### src/rtl/window_buffer_5x5.sv
// -----------------------------------------------------------------------------
// window_buffer_5x5
//
// Streaming 5x5 sliding-window generator for a single feature-map channel.
// Pixels arrive in raster order (row-major, column 0 first). Every fully
// populated 5x5 neighbourhood is presented on a flat, registered bus one
// cycle after its bottom-right (newest) pixel is accepted.
//
// Handshake: push-only stream with no backpressure. A pixel is transferred
// on every rising clk edge where valid_in=1; nothing moves when valid_in=0.
// valid_out is a one-cycle qualifier for window_flat, and the consumer must
// take the window in every cycle that valid_out=1.
//
// Parameters
//   DATA_W  pixel width, signed two's complement
//   IMG_W   pixels per row   (>= 5)
//   IMG_H   rows per frame   (>= 5)
//
// Ports
//   clk          in   rising-edge clock
//   rst_n        in   synchronous active-low reset
//   valid_in     in   pixel_in is valid this cycle
//   pixel_in     in   [DATA_W-1:0] signed input pixel
//   window_flat  out  [25*DATA_W-1:0] element (r,c) at bits
//                     [(r*5+c)*DATA_W +: DATA_W]; r=0 oldest row,
//                     c=0 leftmost column, element 24 = newest pixel
//   valid_out    out  one-cycle pulse: window_flat holds a new window
//   frame_done   out  one-cycle pulse with the window of the last pixel
// -----------------------------------------------------------------------------
module window_buffer_5x5 #(
  parameter int DATA_W = 14,
  parameter int IMG_W  = 12,
  parameter int IMG_H  = 12
) (
  input  logic                  clk,
  input  logic                  rst_n,
  input  logic                  valid_in,
  input  logic [DATA_W-1:0]     pixel_in,
  output logic [25*DATA_W-1:0]  window_flat,
  output logic                  valid_out,
  output logic                  frame_done
);

  // Four full rows plus five pixels cover every tap of a 5x5 window whose
  // newest pixel is the one being accepted.
  localparam int SR_LEN = 4 * IMG_W + 5;
  localparam int CW     = (IMG_W > 1) ? $clog2(IMG_W) : 1;
  localparam int RW     = (IMG_H > 1) ? $clog2(IMG_H) : 1;

  // ---------------------------------------------------------------------------
  // Position counters: location of the pixel being accepted this cycle.
  // ---------------------------------------------------------------------------
  logic [CW-1:0] col;
  logic [RW-1:0] row;
  logic          col_last;
  logic          row_last;
  logic          eligible;
  logic          last_px;

  assign col_last = (col == CW'(IMG_W - 1));
  assign row_last = (row == RW'(IMG_H - 1));
  assign last_px  = col_last && row_last;

  // Gating on row>=4 and col>=4 means every tap of an emitted window was
  // written during the current frame and the current five-row band, so no
  // window ever straddles a row edge, a frame edge, or pre-reset storage.
  assign eligible = (row >= RW'(4)) && (col >= CW'(4));

  always_ff @(posedge clk) begin
    if (!rst_n) begin
      col <= '0;
      row <= '0;
    end else if (valid_in) begin
      if (col_last) begin
        col <= '0;
        if (row_last) begin
          row <= '0;
        end else begin
          row <= row + RW'(1);
        end
      end else begin
        col <= col + CW'(1);
      end
    end
  end

  // ---------------------------------------------------------------------------
  // Pixel shift register, sr[0] = newest. Deliberately not reset: the
  // eligibility gating keeps stale contents from ever reaching the output.
  // ---------------------------------------------------------------------------
  logic [DATA_W-1:0] sr      [SR_LEN];
  logic [DATA_W-1:0] sr_next [SR_LEN];

  always_comb begin
    sr_next[0] = pixel_in;
    for (int i = 1; i < SR_LEN; i++) begin
      sr_next[i] = sr[i-1];
    end
  end

  always_ff @(posedge clk) begin
    if (valid_in) begin
      for (int i = 0; i < SR_LEN; i++) begin
        sr[i] <= sr_next[i];
      end
    end
  end

  // ---------------------------------------------------------------------------
  // Window tap selection. Taps come from the post-shift view so the pixel
  // accepted this cycle lands directly in element 24.
  // ---------------------------------------------------------------------------
  logic [25*DATA_W-1:0] win_next;

  always_comb begin
    win_next = '0;
    for (int r = 0; r < 5; r++) begin
      for (int c = 0; c < 5; c++) begin
        win_next[(r*5+c)*DATA_W +: DATA_W] = sr_next[(4-r)*IMG_W + (4-c)];
      end
    end
  end

  // ---------------------------------------------------------------------------
  // Registered outputs. window_flat only loads on an emitted window, so it
  // holds the last window between pulses.
  // ---------------------------------------------------------------------------
  always_ff @(posedge clk) begin
    if (!rst_n) begin
      valid_out   <= 1'b0;
      frame_done  <= 1'b0;
      window_flat <= '0;
    end else begin
      valid_out  <= valid_in && eligible;
      frame_done <= valid_in && last_px;
      if (valid_in && eligible) begin
        window_flat <= win_next;
      end
    end
  end

endmodule

### config.mk
export PLATFORM = sky130hd
export DESIGN_NAME = window_buffer_5x5
export DESIGN_NICKNAME = d
export VERILOG_FILES = /design/src/rtl/window_buffer_5x5.sv
export SDC_FILE = /design/constraint.sdc
export NUM_CORES = 1
export LEC_CHECK = 0
export BUFFER_PORTS_ARGS = -buffer_cell sky130_fd_sc_hd__buf_2
export CORE_MARGIN = 4
export CORE_UTILIZATION = 50
export CTS_CLUSTER_SIZE = 30
export DETAILED_ROUTE_END_ITERATION = 8
export PLACE_DENSITY_LB_ADDON = 0.05
export SYNTH_ARGS = -nofsm -noshare
export SYNTH_HDL_FRONTEND = slang
export SYNTH_SLANG_ARGS = --single-unit
export TNS_END_PERCENT = 5
### constraint.sdc
create_clock -name clk -period 3.37 [get_ports clk]
set_clock_uncertainty 0.1 [all_clocks]
set_input_delay 0.674 -clock clk [delete_from_list [all_inputs] [get_ports clk]]
set_output_delay 0.674 -clock clk [all_outputs]
set_load 0.01 [all_outputs]
==> impl_metrics.toml <==
[worst_hold_path]
whs_path_depth = 1
min_path_type = "in -> reg"
min_to = "sr[0][0]"
min_from = "pixel_in[0]"

[clock_network]
cts_root_buf = "clkbuf_16"
cts-buffers-inserted = 108
cts_resized = 0
worstSkewPairLatency_ps = 640
cts.path.max_buffers = 3
clock-sinks = 1088
cts.clk_slew.worst_paths_ps = 60
tritoncts = "done"
htreeDepth = 3
cts_setup_buffers = 0
postCtsHoldBufs = 0

[detailed_routing]
wl_um = 70900
drt.antenna.violating_nets = 0
vias = 19100
via_per_inst = 5.11
wire_per_inst_um = 19.0
drc = 0
dr.pass1.iters = 6
drtIter0Drc = 1594

[finish]
drive_above_1_share = 0.208
syn_to_final_growth_pct = 17.9
finalInstanceArea_um2 = 41200
nNetsFinal = 2717

[placed_design]
hpwl_um = 45300
pre_cts_slack_ps = 996
gp_congestion = 0.776
io_buffers = 368
dpl_cell_area_um2 = 37700

[synth]
avgSynthCellArea_um2 = 15.0
ys_ff_latch = 1088
yosys_warnings = 0
postSynthNetCount = 2351
netlist_instances = 2332
syn_area_um2 = 35000
synth_cell_types = 25
ys_seq_area_frac = 0.831

[worst_setup_path]
crit_path_end_kind = "register"
cp_max_fo = 107
r2r_start = "col[2]"
crit_top_cell = "buf_12"
crit_slowest_cell = "o221ai_4"
crit_type = "reg -> reg"
cp.arrival_ps = 2430
cp-start-kind = "register"
critical_path_required_ps = 3770
max_stage_delay_ps = 540
r2r_cells = 4
r2r_end = "window_flat[61]"
r2r_slack_ps = 1340
path_cells = "o221ai_4 > buf_12 > buf_12 > o21ai_0"

[global_route]
grtUsageMet3 = 0.0418
grtUsageMet2 = 0.316
grt_pass1_wl_um = 107000
first_global_vias = 18500
grt_max_degree = 192
antenna_found_initial = 4
top_usage_layer = "met2"
grt_use_met1 = 0.238
track_usage = 0.186
grt.overflow.total = 0

[floorplanning]
core.rowCount = 96
ios = 369
die_area_um2 = 74300
chipHeight_um = 273
core_um2 = 68900
initial_core_util = 0.508
die_w_um = 273

[timing]
setup_viol = 0
grt_setup_unrepaired = "no"
final.setup.tns_ps = 0
min_period_ps = 2030
maxSlewHeadroom = 0.281
fin_crit_sh = 0.604
fin_ws_ps = 1340
hold_viol_final = 0
slew_viol_final = 0
worst_pin_slew_ps = 1080
fmax_mhz = 492
hold_slack_ps = 120

[pwr]
ir_worst_vdd_mv = 0.456
powerDensity_nw_per_um2 = 661
p_leak_nw = 15.6
total_power_w = 0.0273

[run]
maxCapViolCount = 0

[outcome]
status = "complete, no violations"
==> cell type report <==
cell class	instances	area [um2]
Antenna cell	2	5.00
Clock buffer	152	3130
Clock inverter	52	413
Fill cell	5448	27700
Inverter	3	11.3
Multi-Input combinational cell	1083	5060
Sequential cell	1088	29100
Tap cell	931	1160
Timing Repair Buffer	414	2390
==> power breakdown <==
group / internal, W / leakage, nW / switching, W / total, W
Clock: 0.00686 / 1.76 / 0.00486 / 0.0117
Combinational: 0.0000978 / 3.83 / 0.000365 / 0.000463
Sequential: 0.0148 / 10.0 / 0.000245 / 0.0151
==> sequential cells by signal, summed over array words and instances (netlist names) <==
name         count
window_flat    350
row              4
col              4
sr             728
frame_done       1
valid_out        1
==> per-stage QoR <==
| step | utilization | instances |
|---|---|---|
| after floorplan | - | 2332 |
| after global placement | 0.547 | 3519 |
| after detailed placement | 0.547 | 3519 |
| after CTS | 0.598 | 3723 |
| after global routing | 0.598 | 3723 |
| final | 0.598 | 3725 |
==> Yosys cell counts <==
library cell  number  area, um2
a32o_1             1       10.0
and4b_1            1       10.0
buf_1              4       15.0
buf_2             11       55.1
buf_6             34        383
clkbuf_1         109        409
dfxtp_1          360       7210
edfxtp_1         728      21900
ha_1               2       25.0
inv_1              3       11.3
mux2i_1            3       30.0
nand2_1          353       1330
nand2b_1           3       18.8
nand3_1          351       1760
nand4_1            3       18.8
nor2_1             8       30.0
nor4_1             1       6.26
o2111ai_1          1       8.76
o21ai_0          204       1020
o21ai_1          147        736
o221ai_1           1       8.76
o221ai_4           1       26.3
o31ai_1            1       7.51
xnor2_1            1       8.76
xor2_1             1       8.76
==> worst max-delay path by stage <==
stage | startpoint | endpoint | slack, ps
2_1_floorplan | valid_in | window_flat[67] | 1490
3_3_place_gp | valid_in | window_flat[68] | 1050
3_5_place_dp | valid_in | window_flat[61] | 1000
4_1_cts | window_flat[340] | window_flat[340] | 1280
5_1_grt | col[2] | window_flat[60] | 1140
6_report | col[2] | window_flat[61] | 1340
==> layer usage <==
| layer | up-vias | share of wire |
|---|---|---|
| met5 | - | 0 |
| met1 | 9314 | 0.41 |
| met2 | 418 | 0.50 |
| li1 | 9196 | - |
| met4 | 0 | 0.030 |
| met3 | 124 | 0.053 |
==> logic make-up after synthesis <==
kind of cell	synth area share
multiplexers	0.000858
XOR/XNOR	0.000501
AO/OA/AOI/OAI	0.0519
buffers and inverters	0.0250
flip-flops	0.831
adder cells (fa/ha/maj)	0.000715
AND/OR/NAND/NOR	0.0905
==> worst max-delay path: cells and delay by family (launching register included) <==
| family | cells | cell delay [ps] |
|---|---|---|
| buffers and inverters | 2 | 610 |
| flip-flops | 1 | 380 |
| AO/OA/AOI/OAI | 2 | 710 |
==> placed cells by master (no fill, tap or decap), drive strengths merged, types with 5 or more instances in the layout <==
cell,count
buf,414
bufinv,5
clkbuf,152
clkinv,41
dfxtp,360
edfxtp,728
inv,7
nand2,353
nand3,351
nor2,8
o21ai,351
Note: power is estimated with default switching activity, not from simulation.
